**config.mk**
```make
export PLATFORM = sky130hd
export DESIGN_NAME = mem_bus_arbiter
export DESIGN_NICKNAME = d
export VERILOG_FILES = /design/src/rtl/mem_bus_arbiter_pkg.sv /design/src/rtl/mem_bus_arbiter_arb_timeout_cnt.sv /design/src/rtl/mem_bus_arbiter.sv
export SDC_FILE = /design/constraint.sdc
export NUM_CORES = 1
export LEC_CHECK = 0
export BUFFER_PORTS_ARGS = -buffer_cell sky130_fd_sc_hd__buf_4
export CAP_MARGIN = 20
export CORE_AREA = 3 3 122 124
export DETAILED_ROUTE_END_ITERATION = 6
export DIE_AREA = 0 0 125 127
export GPL_ROUTABILITY_DRIVEN = 0
export GPL_TIMING_DRIVEN = 0
export PLACE_DENSITY = 0.44
export SLEW_MARGIN = 10
export SYNTH_ARGS = -nofsm -noshare
export SYNTH_HDL_FRONTEND = slang
export SYNTH_SLANG_ARGS = --single-unit
```
**constraint.sdc**
```tcl
create_clock -name clk -period 4.1 [get_ports clk]
set_clock_uncertainty 0.15 [all_clocks]
set_input_delay 0.41 -clock clk [delete_from_list [all_inputs] [get_ports clk]]
set_output_delay 0.41 -clock clk [all_outputs]
set_load 0.02 [all_outputs]
```
**src/rtl/mem_bus_arbiter_pkg.sv**
```systemverilog
// Shared types for the memory bus arbiter: FSM state encoding, master IDs and bus widths.
package mem_bus_arbiter_pkg;

    localparam int ADDR_W = 32;
    localparam int DATA_W = 32;
    localparam int BE_W   = 4;

    typedef enum logic [1:0] {
        ST_IDLE     = 2'd0,
        ST_REQ      = 2'd1,
        ST_WAIT_RSP = 2'd2
    } arb_state_e;

    typedef enum logic {
        MST_DATA  = 1'b0,
        MST_FETCH = 1'b1
    } mst_id_e;

    typedef struct packed {
        logic [ADDR_W-1:0] addr;
        logic              we;
        logic [BE_W-1:0]   be;
        logic [DATA_W-1:0] wdata;
    } bus_req_t;

endpackage

```
**src/rtl/mem_bus_arbiter_arb_timeout_cnt.sv**
```systemverilog
// Response wait counter: counts cycles spent waiting for the slave and flags expiry
// on the TIMEOUT_CYCLES-th waiting cycle. Only instantiated when ARB_TIMEOUT_EN is defined.
module arb_timeout_cnt #(
    parameter int TIMEOUT_CYCLES = 255
) (
    input  logic clk,
    input  logic rst,
    input  logic wait_i,
    output logic expired_o
);

    localparam int CNT_W = $clog2(TIMEOUT_CYCLES + 1);

    logic [CNT_W-1:0] cnt_q, cnt_d;

    // cnt_q holds the number of earlier waiting cycles, so it is 0 on entry.
    always_comb begin
        cnt_d = wait_i ? cnt_q + CNT_W'(1) : '0;
    end

    assign expired_o = wait_i && (cnt_q == CNT_W'(TIMEOUT_CYCLES - 1));

    always_ff @(posedge clk or negedge rst) begin
        if (!rst) begin
            cnt_q <= '0;
        end else begin
            cnt_q <= cnt_d;
        end
    end

endmodule

```
**src/rtl/mem_bus_arbiter.sv**
```systemverilog
// Two-master arbiter (M0 data, M1 fetch) in front of one single-port memory slave.
// Define ARB_TIMEOUT_EN to build in the response timeout (error response after TIMEOUT_CYCLES).
module mem_bus_arbiter
    import mem_bus_arbiter_pkg::*;
#(
    parameter int STARVE_LIMIT   = 4,
    parameter int TIMEOUT_CYCLES = 255
) (
    input  logic              clk,
    input  logic              rst,
    input  logic              m0_req_i,
    input  logic [ADDR_W-1:0] m0_addr_i,
    input  logic              m0_we_i,
    input  logic [BE_W-1:0]   m0_be_i,
    input  logic [DATA_W-1:0] m0_wdata_i,
    output logic              m0_gnt_o,
    output logic              m0_rvalid_o,
    output logic [DATA_W-1:0] m0_rdata_o,
    output logic              m0_err_o,
    input  logic              m1_req_i,
    input  logic [ADDR_W-1:0] m1_addr_i,
    input  logic              m1_we_i,
    input  logic [BE_W-1:0]   m1_be_i,
    input  logic [DATA_W-1:0] m1_wdata_i,
    output logic              m1_gnt_o,
    output logic              m1_rvalid_o,
    output logic [DATA_W-1:0] m1_rdata_o,
    output logic              m1_err_o,
    output logic              s_req_o,
    output logic [ADDR_W-1:0] s_addr_o,
    output logic              s_we_o,
    output logic [BE_W-1:0]   s_be_o,
    output logic [DATA_W-1:0] s_wdata_o,
    input  logic              s_ready_i,
    input  logic              s_rvalid_i,
    input  logic [DATA_W-1:0] s_rdata_i,
    output logic              hold_o
);

    localparam int STARVE_W = $clog2(STARVE_LIMIT + 1);

    arb_state_e          state_q, state_d;
    mst_id_e             owner_q, owner_d;
    logic [STARVE_W-1:0] starve_cnt_q, starve_cnt_d;

    mst_id_e  arb_sel;
    bus_req_t mst0_req, mst1_req, cur_req;
    logic     any_req, starved, bus_req, gnt, rsp_valid, rsp_err, timeout_exp;

    assign mst0_req = '{addr: m0_addr_i, we: m0_we_i, be: m0_be_i, wdata: m0_wdata_i};
    assign mst1_req = '{addr: m1_addr_i, we: m1_we_i, be: m1_be_i, wdata: m1_wdata_i};
    assign any_req  = m0_req_i | m1_req_i;
    assign starved  = (starve_cnt_q == STARVE_W'(STARVE_LIMIT));

`ifdef ARB_TIMEOUT_EN
    arb_timeout_cnt #(
        .TIMEOUT_CYCLES(TIMEOUT_CYCLES)
    ) u_timeout (
        .clk      (clk),
        .rst      (rst),
        .wait_i   (state_q == ST_WAIT_RSP),
        .expired_o(timeout_exp)
    );
`else
    // The timeout length only matters when the counter is built in.
    assign timeout_exp = 1'b0 && (TIMEOUT_CYCLES > 0);
`endif

    // Selection is live only in IDLE; afterwards the owner stays locked until its response.
    always_comb begin
        arb_sel = owner_q;
        if (state_q == ST_IDLE) begin
            arb_sel = (m1_req_i && (!m0_req_i || starved)) ? MST_FETCH : MST_DATA;
        end
    end

    assign cur_req = (arb_sel == MST_FETCH) ? mst1_req : mst0_req;

    // NOTE: every variable driven in always_comb gets a default first, so no path infers a latch.
    always_comb begin
        state_d = state_q;
        owner_d = owner_q;
        unique case (state_q)
            ST_IDLE: begin
                if (any_req) begin
                    owner_d = arb_sel;
                    state_d = s_ready_i ? ST_WAIT_RSP : ST_REQ;
                end
            end
            ST_REQ:      if (s_ready_i) state_d = ST_WAIT_RSP;
            ST_WAIT_RSP: if (s_rvalid_i || timeout_exp) state_d = ST_IDLE;
            default:     state_d = ST_IDLE;
        endcase
    end

    always_comb begin
        bus_req   = 1'b0;
        rsp_valid = 1'b0;
        rsp_err   = 1'b0;
        unique case (state_q)
            ST_IDLE:     bus_req = any_req;
            ST_REQ:      bus_req = 1'b1;
            ST_WAIT_RSP: begin
                rsp_valid = s_rvalid_i | timeout_exp;
                rsp_err   = timeout_exp & ~s_rvalid_i;
            end
            default: ;
        endcase
    end

    assign gnt = bus_req & s_ready_i;

    // Counts contended M0 grants; any cycle without an M1 request restarts the count.
    always_comb begin
        starve_cnt_d = starve_cnt_q;
        if (!m1_req_i || (gnt && arb_sel == MST_FETCH)) begin
            starve_cnt_d = '0;
        end else if (gnt && !starved) begin
            starve_cnt_d = starve_cnt_q + STARVE_W'(1);
        end
    end

    // Every port is forced to 0 while rst is low, including the combinational paths.
    always_comb begin
        s_req_o     = 1'b0;
        s_addr_o    = '0;
        s_we_o      = 1'b0;
        s_be_o      = '0;
        s_wdata_o   = '0;
        m0_gnt_o    = 1'b0;
        m1_gnt_o    = 1'b0;
        m0_rvalid_o = 1'b0;
        m1_rvalid_o = 1'b0;
        m0_rdata_o  = '0;
        m1_rdata_o  = '0;
        m0_err_o    = 1'b0;
        m1_err_o    = 1'b0;
        hold_o      = 1'b0;
        if (rst) begin
            s_req_o     = bus_req;
            s_addr_o    = cur_req.addr;
            s_we_o      = cur_req.we;
            s_be_o      = cur_req.be;
            s_wdata_o   = cur_req.wdata;
            m0_gnt_o    = gnt & (arb_sel == MST_DATA);
            m1_gnt_o    = gnt & (arb_sel == MST_FETCH);
            m0_rvalid_o = rsp_valid & (owner_q == MST_DATA);
            m1_rvalid_o = rsp_valid & (owner_q == MST_FETCH);
            m0_rdata_o  = (m0_rvalid_o && s_rvalid_i) ? s_rdata_i : '0;
            m1_rdata_o  = (m1_rvalid_o && s_rvalid_i) ? s_rdata_i : '0;
            m0_err_o    = rsp_err & (owner_q == MST_DATA);
            m1_err_o    = rsp_err & (owner_q == MST_FETCH);
            hold_o      = (any_req & ~rsp_valid) | ((state_q != ST_IDLE) & ~s_rvalid_i);
        end
    end

    // NOTE: sequential state uses non-blocking assignments so all flops update from pre-edge values.
    always_ff @(posedge clk or negedge rst) begin
        if (!rst) begin
            state_q      <= ST_IDLE;
            owner_q      <= MST_DATA;
            starve_cnt_q <= '0;
        end else begin
            state_q      <= state_d;
            owner_q      <= owner_d;
            starve_cnt_q <= starve_cnt_d;
        end
    end

endmodule

```
; ---- Word-level counts from Yosys, hierarchy flattened
; Cells that the tools add are included.
; W data, S select, Z words.
[totals]
in_bits = 176
regBits = 6
out_inout_bits = 141
[op_classes]
eq_ne = 6
n_reduce_logical = 15
n_mux = 26
bitwise_logic = 13
add_sub_neg = 1
[op_table]
columns = operator, count
row1 = $mux W32, 6
row2 = $mux W69, 1
row3 = $mux W1, 10
row4 = $mux W2, 4
row5 = $and A1 B1 Y1, 7
row6 = $mux W3, 2
row7 = $ne A2 B2 Y1 const B, 3
row8 = $pmux W2 S3, 1
row9 = $logic_and A1 B1 Y1, 5
row10 = $mux W4, 1
row11 = $not A1 Y1, 4
row12 = $reduce_bool A2 Y1, 2
row13 = $add A3 B1 Y3 const B, 1
row14 = $eq A3 B3 Y1 const B, 1
row15 = $logic_not A1 Y1, 3
row16 = $reduce_and A3 Y1, 1
row17 = $eq A2 B1 Y1 const B, 1
row18 = $eq A2 B2 Y1 const B, 1
row19 = $logic_not A2 Y1, 1
row20 = $logic_or A1 B1 Y1, 2
row21 = $or A1 B1 Y1, 2
row22 = $pmux W1 S2, 1
row23 = $reduce_and A2 Y1, 1

; ---- Logic depth before layout (Yosys ltp)
; Gate-level depths: netlist (run 1).
[logic_depth]
ltp_word = 8
depth_mapped = 7

; ---- Worst setup path after synthesis (run 1)
; No wires, ideal clock.
[synth_path]
kind = reg-to-output
startpoint = register starve_cnt_q[0]
endpoint = output port s_addr_o[0]
arrival_time_ns = 1.766
setup_slack_ns = 1.774
t_required_ns = 3.540
path_buffers = 2
path_stages_with_launch = 8
path_cell_list = dfrtp_1 > inv_1 > ha_1 > a21boi_0 > o21a_1 > buf_6 > buf_12 > mux2i_1
[synth_via]
elab_chain_cells = 7
[synth_lines]
columns = element, line
row1 = "start, declared", mem_bus_arbiter.sv:44  ; logic [STARVE_W-1:0] starve_cnt_q, starve_cnt_d;
row2 = "start signal, assigned", mem_bus_arbiter.sv:166  ; starve_cnt_q <= starve_cnt_d;
row3 = $eq A3 B3 Y1, mem_bus_arbiter.sv:53  ; assign starved = (starve_cnt_q == STARVE_W'(STARVE_LIMIT));
row4 = $logic_or A1 B1 Y1, mem_bus_arbiter.sv:73  ; arb_sel = (m1_req_i && (!m0_req_i || starved)) ? MST_FETCH : MST_DATA;
row5 = $logic_and A1 B1 Y1, mem_bus_arbiter.sv:73
row6 = $mux W1, mem_bus_arbiter.sv:73
row7 = $mux W1, mem_bus_arbiter.sv:72  ; if (state_q == ST_IDLE) begin
row8 = $mux W69, mem_bus_arbiter.sv:77  ; assign cur_req = (arb_sel == MST_FETCH) ? mst1_req : mst0_req;
row9 = $mux W32, mem_bus_arbiter.sv:139  ; if (rst) begin
row10 = "end, declared", mem_bus_arbiter.sv:30  ; output logic [ADDR_W-1:0] s_addr_o,
; Every way passes these cells.

; ---- Worst setup path after layout (run 1)
[layout_path]
startpoint = input port rst
endpoint = output port s_addr_o[30]
[layout_via]
elab_chain_cells = 1
[layout_lines]
columns = element, line
row1 = "start, declared", mem_bus_arbiter.sv:10  ; input logic rst,
row2 = $mux W32, mem_bus_arbiter.sv:139
; Every way passes these cells.

==> results of run 1 <==
-- power groups by stage --
stage	Sequential, uW	Combinational [uW]	Clock (uW)
final	76.5	941	158
after global routing	77.6	1010	165
after CTS	76.6	958	159
after detailed placement	77.3	955	0
after global placement	76.7	951	0
after floorplan	74.4	551	0
-- worst max path at each step --
stage / endpoint / slack [ns] / from / depth (start not counted)
6_report: s_addr_o[30] / 0.51 / rst / 8
5_1_grt: s_addr_o[30] / 0.17 / rst / 8
4_1_cts: s_addr_o[30] / 0.31 / rst / 8
3_5_place_dp: s_addr_o[30] / 0.90 / rst / 7
3_3_place_gp: s_addr_o[22] / 0.98 / rst / 7
2_1_floorplan: s_addr_o[0] / 1.77 / starve_cnt_q[0] / 7
-- state kept, by name (all words and copies together) (netlist names) --
register and flops:
state_q 2, owner_q 1, starve_cnt_q 3
-- final cells by class --
type / instances / area share (%)
repair buffers: 314 / 47.5
multi-input cells: 312 / 37.7
plain buffers: 34 / 5.39
well taps: 180 / 4.54
flip-flops and latches: 6 / 3.02
clock buffers: 3 / 1.51
inverters: 4 / 0.302
-- worst max-delay path: cells and delay by family --
family / cells / cell delay (ns)
buffers and inverters: 6 / 2.33
multiplexers: 1 / 0.17
AND/OR/NAND/NOR: 1 / 0.11
-- layout by cell type, fill, tap and decap left out, types with 3 or more instances in the layout --
master | netlist | routed
buf_4 | 3 | 316
nand2_1 | 143 | 143
mux2i_1 | 69 | 69
and2_1 | 65 | 65
clkbuf_1 | 22 | 22
buf_12 | 7 | 7
dfrtp_1 | 6 | 6
inv_1 | 4 | 4
nor2_1 | 4 | 4
nor3_1 | 3 | 3
clkbuf_16 | 0 | 3
-- per-stage QoR --
stage | instances | setup WS (ns) | power [uW] | util (%) | hold slack, ns
3_5_place_dp | 849 | 0.899 | 1030 | 35.1 | 0.0779
2_1_floorplan | 356 | 1.77 | 625 | - | -0.0356
5_1_grt | 853 | 0.175 | 1250 | 35.8 | 0.214
3_3_place_gp | 849 | 0.984 | 1030 | 35.1 | 0.0789
4_1_cts | 853 | 0.306 | 1190 | 35.8 | 0.197
6_report | 853 | 0.508 | 1180 | 35.8 | 0.196
-- per-layer routing --
layer / vias to the layer above / part of all wire (%) / global-route usage, %
met5: - / 0 / 0
met4: 0 / 1.2 / 2.61
met3: 10 / 10 / 4.89
met2: 207 / 57 / 30.8
met1: 1518 / 32 / 13.6
li1: 1772 / - / -
-- cell families (layout without fill, tap and decap cells) --
logic type,count (synthesis),in the layout,share of synthesized area (%)
AOI/OAI and AO/OA,12,12,3.70
adders and majority gates,2,2,1.09
buffers and inverters,38,355,12.3
DFF,6,6,6.53
muxes,69,69,30.0
other,1,2,0.163
and+or+nand+nor,227,227,46.2
-- what timing repair did --
action | 4_1_cts | 5_1_grt
endpoints found under the hold margin | 6 | 0
setup buffers | 0 | 0
hold buffers | 1 | 0
==> summary.txt, run 1 <==
Power
  • Part of the power in registers: 6.5%
  • Net Switching: 506 uW
  • Leakage: 0.00296 uW
  • Clock network power share: a little over an eighth
  • Combinational power share: between 80 and 90%
  • Maximum vdd drop: between 100 and 150 uV
  • Power Internal: 670 uW
  • PwrDens: approximately 240 nW/um^2
  • Sw frac: 43.0%

Synthesis
  • Synth warnings: 0
  • Largest cells by area after synthesis: mux2i_1 (30%), nand2_1 (23%), and2_1 (18%)
  • Share of flip-flops with an asynchronous set or reset: 100%
  • Most frequent cells after synthesis: nand2_1 (143), mux2i_1 (69), and2_1 (65)
  • Post-synth top area cell: mux2i_1
  • Register area share after synthesis: 6.53%
  • Netlist cell types: 33
  • Synth top area share: between 30% and 40%
  • Post-synthesis cell count: between 300 and 400
  • EDFF count, synth: 0
  • Primary FF master, synth: dfrtp_1
  • Post-synthesis average cell area: roughly 6.5 sq um
  • Most instantiated library cell after synthesis: nand2_1
  • Synth Cell Area: 2300 sq um
  • FF+latch count, synth: 6

Finish
  • Multi-input logic area: 1870 sq um
  • Register area: between 150 and 200 sq um
  • Finished Cell Area: 4960 sq um
  • Fill count: 1521
  • Antenna cells: 0
  • Final nets: 853
  • Fraction of layout instances using a drive strength above 1: between 40 and 50%
  • Area growth syn-to-layout: 116%

Critical path
  • Crit Path Class: primary input to output port
  • Most frequent CP cell: clkbuf_1
  • Reg2reg end: owner_q
  • Max stage delay on crit path: 0.55 ns
  • CP required: approximately 3.5 ns
  • Worst setup SP type: primary input
  • Worst-path maximum fanout: 10
  • Crit path DAT: 3.03 ns
  • CP Cell Sequence: dlygate4sd3_1, buf_4, clkbuf_1, clkbuf_1, clkbuf_1, nand2_1, mux2i_1, buf_4
  • Worst path slowest cell: dlygate4sd3_1
  • Flop2flop setup slack: approximately 2.3 ns
  • R2R cell count: 7
  • Critical register-to-register path startpoint: starve_cnt_q[0]
  • CP Capture Type: output port

Floorplan
  • Die outline height: approximately 130 microns
  • Core area: about 14000 sq um
  • Die ar.: 15900 sq um
  • Initial Util: 16.6%
  • Row cnt: 43
  • IO Pins: 317
  • Die Wd: 125 microns

Route
  • Drt drc: 0
  • Initial DRT Pass Iterations: 5
  • Initial drt markers: 64
  • Wire length per cell: about 15 microns
  • Vias per Instance: about 4.1
  • Via count: about 3.5k
  • Final WL: 12700 microns
  • Antenna Nets Post-Route: 0

Clock network
  • CTS tree: yes
  • CTS max path bufs: 2
  • H-tree Lvls: 1
  • Post-cts resize count: 0
  • Root Buffer Master: clkbuf_16
  • Clk_lat worst skew: 0.23 ns
  • Total CTS buffers: 3
  • Worst-path clk slew: 0.03 ns
  • CTS sink count: 6

STA
  • Slew HR: 60.7%
  • Final Hold Fails: 0
  • Final setup viols: 0
  • Min Tclk post-route: around 3.6 ns
  • Final period utilization: between 80% and 90%
  • Total Negative Setup Slacks: 0 ns
  • Max frequency: 278 MHz
  • RSZ-0062 raised after global routing: no
  • Slew Viols, Final: 0
  • Worst Max-Slew Pin Slew: 0.590 ns

Min path
  • Min-delay src: s_ready_i
  • Hold Path Depth: 2
  • Worst Hold End: state_q[0]
  • Hold WC Path Type: primary input to flip-flop

Placement
  • Post-DP HPWL: roughly 11000 microns
  • IO buf count: 313
  • Post-DP Area: 4880 sq um

Global routing
  • Initial antenna violation count: 0
  • Largest net degree at the start of global routing: 11
  • First-pass GRT wire length: 18900 microns
  • GRT overflow: 0
  • GR Util All Layers: 14.7%
  • Vias in the first global route: 3615

Flow run
  • Max-cap violations: 0

Outcome
  • Outcome: finished, final reports clean
No activity file was read; power rests on OpenSTA's default activity.
==> run 2: changes to the inputs <==
Settings changed: RECOVER_POWER set to 25.
==> run 2 against run 1 <==
Die area is the same. Via count is the same. Fmax shrank 0.89%. Core utilization shrank 0.51 points. Power shrank 0.85%. Critical path type unchanged. Worst setup slack lost 0.032 ns. Sequential share of layout area is essentially flat. Highest routed layer unchanged. Critical path depth is the same. Count of clock-buffer cells in the layout is the same.
==> summary.txt, run 2 (same netlist as run 1, synthesis figures left out) <==
STA
  • Max frequency: roughly 280 MHz
  • Final setup viols: 0
  • RSZ-0062 raised after global routing: no
  • Worst Max-Slew Pin Slew: 1.06 ns
  • Final Hold Fails: 0
  • Slew Viols, Final: 0
  • Slew HR: 29.4%
  • Min Tclk post-route: roughly 3.6 ns
  • Setup WS post-layout: 0.476 ns
  • Total Negative Setup Slacks: 0 ns
  • Final period utilization: 88.4%

Outcome
  • Outcome: finished, final reports clean

Clock network
  • CTS sink count: 6
  • Clk_lat worst skew: 0.23 ns
  • Root Buffer Master: clkbuf_16
  • CTS max path bufs: 2
  • Worst-path clk slew: ~0.030 ns
  • Total CTS buffers: 3
  • H-tree Lvls: 1
  • CTS tree: yes

Route
  • Vias per Instance: 4.11
  • Initial DRT Pass Iterations: 5
  • Antenna Nets Post-Route: 0
  • Final WL: 12700 microns
  • Initial drt markers: 67
  • Wire length per cell: 14.9 microns
  • Via count: about 3.5k
  • Drt drc: 0

Global routing
  • Initial antenna violation count: 0
  • Vias in the first global route: 3615
  • GRT overflow: 0
  • First-pass GRT wire length: 18900 microns
  • Largest net degree at the start of global routing: 11
  • GR Util All Layers: 14.7%

Placement
  • Dpl ws: 0.899 ns
  • Post-DP HPWL: 11100 microns
  • IO buf count: roughly 310

Floorplan
  • IO Pins: 317
  • Row cnt: 43
  • Die Wd: between 100 and 150 microns
  • Initial Util: 16.6%
  • Die outline height: approximately 130 microns
  • Die ar.: 15900 sq um
  • Core area: 13900 sq um

Finish
  • Antenna cells: 0
  • Largest register FFs: 3
  • Final nets: approximately 850
  • Most frequent cells in the layout: buf_4 (299), nand2_1 (143), mux2i_1 (69)
  • Area growth syn-to-layout: 113%
  • Fraction of layout instances using a drive strength above 1: between 40% and 50%
  • Most common cell after layout, fill and taps aside: buf_4
  • Biggest regs: starve_cnt_q: 3 flops, state_q: 2 flops, owner_q: 1 flops
  • Largest Register: starve_cnt_q

Critical path
  • CP required: 3.54 ns
  • Worst-path maximum fanout: 10
  • R2R cell count: 7
  • Worst setup SP type: primary input
  • Crit Path Class: primary input to output port
  • Crit path DAT: 3.06 ns
  • CP Capture Type: output port

Power
  • PwrDens: ~240 nW/um^2
  • Maximum vdd drop: 107 uV
  • Leakage: 0.00288 uW

Min path
  • Hold WC Path Type: primary input to flip-flop
  • Hold Path Depth: 2

Flow run
  • Max-cap violations: 0
[run 2: cell count changes in the layout (fill, tap and decap cells not counted)]
cell / change
buf_4: -17
clkbuf_1: +18
buf_6: -1
and2_0: +9
and2_1: -9
[run 2: path summary, 6_finish.rpt]
kind	from	to	slack [ns]
worst min register to register	owner_q	owner_q	0.41
max in group asynchronous	rst	owner_q	3.26
worst max-delay path	rst	s_addr_o[30]	0.48
worst max register to register	starve_cnt_q[0]	owner_q	1.64
min in group asynchronous	rst	starve_cnt_q[1]	0.42
worst min-delay path	s_ready_i	state_q[0]	0.20
[run 2: critical path, stage by stage]
cell and delay (ns):
dlygate4sd3_1 0.55, buf_4 0.16, clkbuf_1 0.47, clkbuf_1 0.50, clkbuf_1 0.52, nand2_1 0.11, mux2i_1 0.17, buf_4 0.17
[run 2: cell type report]
type                            count  area, sq um
Buffer                             34          260
Fill cell                        1539         8990
Timing Repair Buffer              314         2300
Tap cell                          180          225
Multi-Input combinational cell    312         1870
Clock buffer                        3         75.1
Sequential cell                     6          150
Inverter                            4         15.0
[run 2: metrics by stage]
stage | util [%] | cell area [sq um] | hold slack, ns | power, uW | instances
final | 35.2 | 4890 | 0.196 | 1170 | 853
after global routing | 35.2 | 4890 | 0.214 | 1240 | 853
after CTS | 35.8 | 4960 | 0.197 | 1190 | 853
after detailed placement | 35.1 | 4880 | 0.0779 | 1030 | 849
after global placement | 35.1 | 4880 | 0.0789 | 1030 | 849
after floorplan | - | 2300 | -0.0356 | 625 | 356
[run 2: power breakdown]
part / total [uW] / internal [uW] / switching, uW
Clock: 158 / 125 / 32.8
Combinational: 931 / 467 / 464
Sequential: 76.5 / 67.9 / 8.59
[run 2: layer usage]
| layer | up-vias | routed length [microns] | GRT usage [%] |
|---|---|---|---|
| met5 | - | 0 | 0 |
| met4 | 0 | 153 | 2.61 |
| met3 | 10 | 1280 | 4.89 |
| met2 | 207 | 7190 | 30.8 |
| met1 | 1515 | 4050 | 13.6 |
| li1 | 1775 | - | - |
[run 2: what timing repair did]
item	4_1_cts	5_1_grt
setup buffers	0	0
endpoints found under the hold margin	6	0
resized for setup	0	0
setup endpoints to repair	0	0
hold buffers	1	0
==> run 3: changes to the inputs <==
--- a/config.mk
+++ b/config.mk
@@ -9,9 +9,9 @@
 export CAP_MARGIN = 20
-export CORE_AREA = 3 3 122 124
+export CORE_AREA = 2 2 124 126
 export DETAILED_ROUTE_END_ITERATION = 6
-export DIE_AREA = 0 0 125 127
+export DIE_AREA = 0 0 126 128
 export GPL_ROUTABILITY_DRIVEN = 0
 export GPL_TIMING_DRIVEN = 0
-export PLACE_DENSITY = 0.44
-export RECOVER_POWER = 25
+export PLACE_DENSITY = 0.43
+export RECOVER_POWER = 50
 export SLEW_MARGIN = 10
==> constraint.sdc (replaced) <==
create_clock -name clk -period 4.1 [get_ports clk]
set_clock_uncertainty 0.15 [all_clocks]
set_input_delay 0.82 -clock clk [delete_from_list [all_inputs] [get_ports clk]]
set_output_delay 0.82 -clock clk [all_outputs]
set_load 0.02 [all_outputs]
==> run 3 against run 2 <==
Wire length is 6.2% lower. Worst setup slack worse by 0.031 ns. Worst hold slack better by 0.055 ns. Core utilization is 2.9 points lower. Critical path type unchanged. Largest cell class unchanged.
==> summary.txt, run 3 (same netlist as run 1, synthesis figures left out) <==
Outcome
  • Outcome: finished, final reports clean

Critical path
  • CP Capture Type: output port
  • Crit path DAT: 2.69 ns
  • Worst setup SP type: primary input
  • Critical register-to-register path startpoint: starve_cnt_q[0]
  • CP Cell Sequence: buf_4, clkbuf_1, clkbuf_2, clkbuf_1, nand2_1, mux2i_1, clkbuf_1
  • CP required: 3.13 ns
  • Worst-path maximum fanout: 10
  • Max stage delay on crit path: 0.42 ns
  • Crit Path Class: primary input to output port
  • Worst path slowest cell: clkbuf_1
  • R2R cell count: 7
  • Flop2flop setup slack: 2.30 ns
  • Reg2reg end: owner_q
  • Most frequent CP cell: clkbuf_1

Route
  • Drt drc: 0
  • Via count: around 3.5k
  • Initial drt markers: 77
  • Final WL: 11900 microns
  • Vias per Instance: 4.08
  • Antenna Nets Post-Route: 0
  • Wire length per cell: 13.8 microns
  • Initial DRT Pass Iterations: 4

Clock network
  • CTS max path bufs: 2
  • H-tree Lvls: 1
  • CTS tree: yes
  • Total CTS buffers: 3
  • Root Buffer Master: clkbuf_16
  • # hold bufs at CTS: 0
  • Worst-path clk slew: 0.03 ns
  • Clk_lat worst skew: 0.23 ns
  • Postcts setup bufs: 0
  • CTS sink count: 6

Finish
  • Register area: about 150 sq um
  • Multi-input logic area: 1870 sq um
  • Fraction of layout instances using a drive strength above 1: 43.3%
  • Largest register FFs: 3
  • Antenna cells: 0
  • Fill count: around 1.7k
  • Area growth syn-to-layout: 109%
  • Biggest regs: starve_cnt_q: 3 flops, state_q: 2 flops, owner_q: 1 flops
  • Most common cell after layout, fill and taps aside: buf_4
  • Most frequent cells in the layout: buf_4 (276), nand2_1 (143), mux2i_1 (69)
  • Final nets: between 800 and 900
  • Fin cells: 860
  • Largest Register: starve_cnt_q

Floorplan
  • Die outline height: 128 microns
  • Row cnt: 45
  • IO Pins: 317
  • Die Wd: ~130 microns
  • Core area: 14900 sq um
  • Die ar.: 16100 sq um
  • Initial Util: approximately 15%

STA
  • Final Hold Fails: 0
  • Max frequency: 274 MHz
  • Final setup viols: 0
  • Worst Hold Slack: ~0.25 ns
  • Total Negative Setup Slacks: 0 ns
  • Min Tclk post-route: ~3.7 ns
  • RSZ-0062 raised after global routing: no
  • Final period utilization: 89.2%
  • Slew Viols, Final: 0

Placement
  • IO buf count: 313
  • Post-Place Cells: 857
  • Post-DP HPWL: approximately 10000 microns

Power
  • Power Internal: 629 uW
  • Part of the power in registers: 6.8%
  • Clock network power share: around 14%
  • PwrDens: 236 nW/um^2
  • Sw frac: between 40% and 50%
  • Combinational power share: between 70% and 80%
  • Leakage: 0.00277 uW
  • Net Switching: 504 uW
  • Maximum vdd drop: slightly above 90 uV

Global routing
  • Initial antenna violation count: 0
  • First-pass GRT wire length: 17800 microns
  • Vias in the first global route: about 3.5k
  • Largest net degree at the start of global routing: 11
  • GRT overflow: 0
  • GR Util All Layers: about 13%

Flow run
  • Max-cap violations: 0

Min path
  • Hold WC Path Type: primary input to asynchronous set/reset pin
run 3: power by group through the flow:
| stage | Combinational (uW) | Clock (uW) | Sequential (uW) |
|---|---|---|---|
| 2_1_floorplan | 551 | 0 | 74.4 |
| 4_1_cts | 956 | 162 | 77.2 |
| 5_1_grt | 964 | 164 | 78.3 |
| 3_5_place_dp | 953 | 0 | 78.0 |
| 3_3_place_gp | 947 | 0 | 77.3 |
| 6_report | 897 | 159 | 76.9 |
run 3: worst max-delay path by stage:
stage	from	endpoint	depth (start not counted)	slack (ns)
after floorplan	m1_req_i	s_addr_o[0]	6	0.98
after CTS	rst	s_addr_o[20]	7	0.11
final	rst	s_addr_o[23]	7	0.44
after global routing	rst	m0_rdata_o[0]	7	0.19
after detailed placement	rst	s_addr_o[20]	7	0.14
after global placement	rst	s_addr_o[20]	7	0.21
run 3: metrics by stage:
step           total power [uW]  util [%]  cell area [sq um]  setup slack [ns]
2_1_floorplan               625         -               2300             0.980
3_3_place_gp               1020      32.9               4890             0.209
3_5_place_dp               1030      32.9               4890             0.136
4_1_cts                    1190      33.4               4960             0.107
5_1_grt                    1210      32.3               4800             0.186
6_report                   1130      32.3               4800             0.445
run 3: area by class of cell:
| class | count | area share [%] |
|---|---|---|
| repair buffers | 313 | 45.8 |
| clock buffers | 3 | 1.56 |
| well taps | 188 | 4.90 |
| flip-flops and latches | 6 | 3.12 |
| inverters | 4 | 0.312 |
| multi-input cells | 312 | 38.9 |
| plain buffers | 34 | 5.44 |
run 3: repair_timing:
| item | 4_1_cts | 5_1_grt |
|---|---|---|
| hold endpoints to repair | 0 | 0 |
| endpoints found under the setup margin | 0 | 1 |
| gates resized for setup | 0 | 2 |
run 3: metal layers:
layer  up-vias  global-route usage [%]  part of all wire, %
li1       1772                       -                    -
met5         -                       0                    0
met3        14                    4.09                  9.6
met1      1531                    14.0                   36
met2       192                    26.6                   53
met4         0                    2.71                  1.6
run 3: worst max-delay path: cells and delay by family:
family | cells | cell delay [ns]
muxes | 1 | 0.13
and+or+nand+nor | 1 | 0.09
buffers and inverters | 5 | 1.63
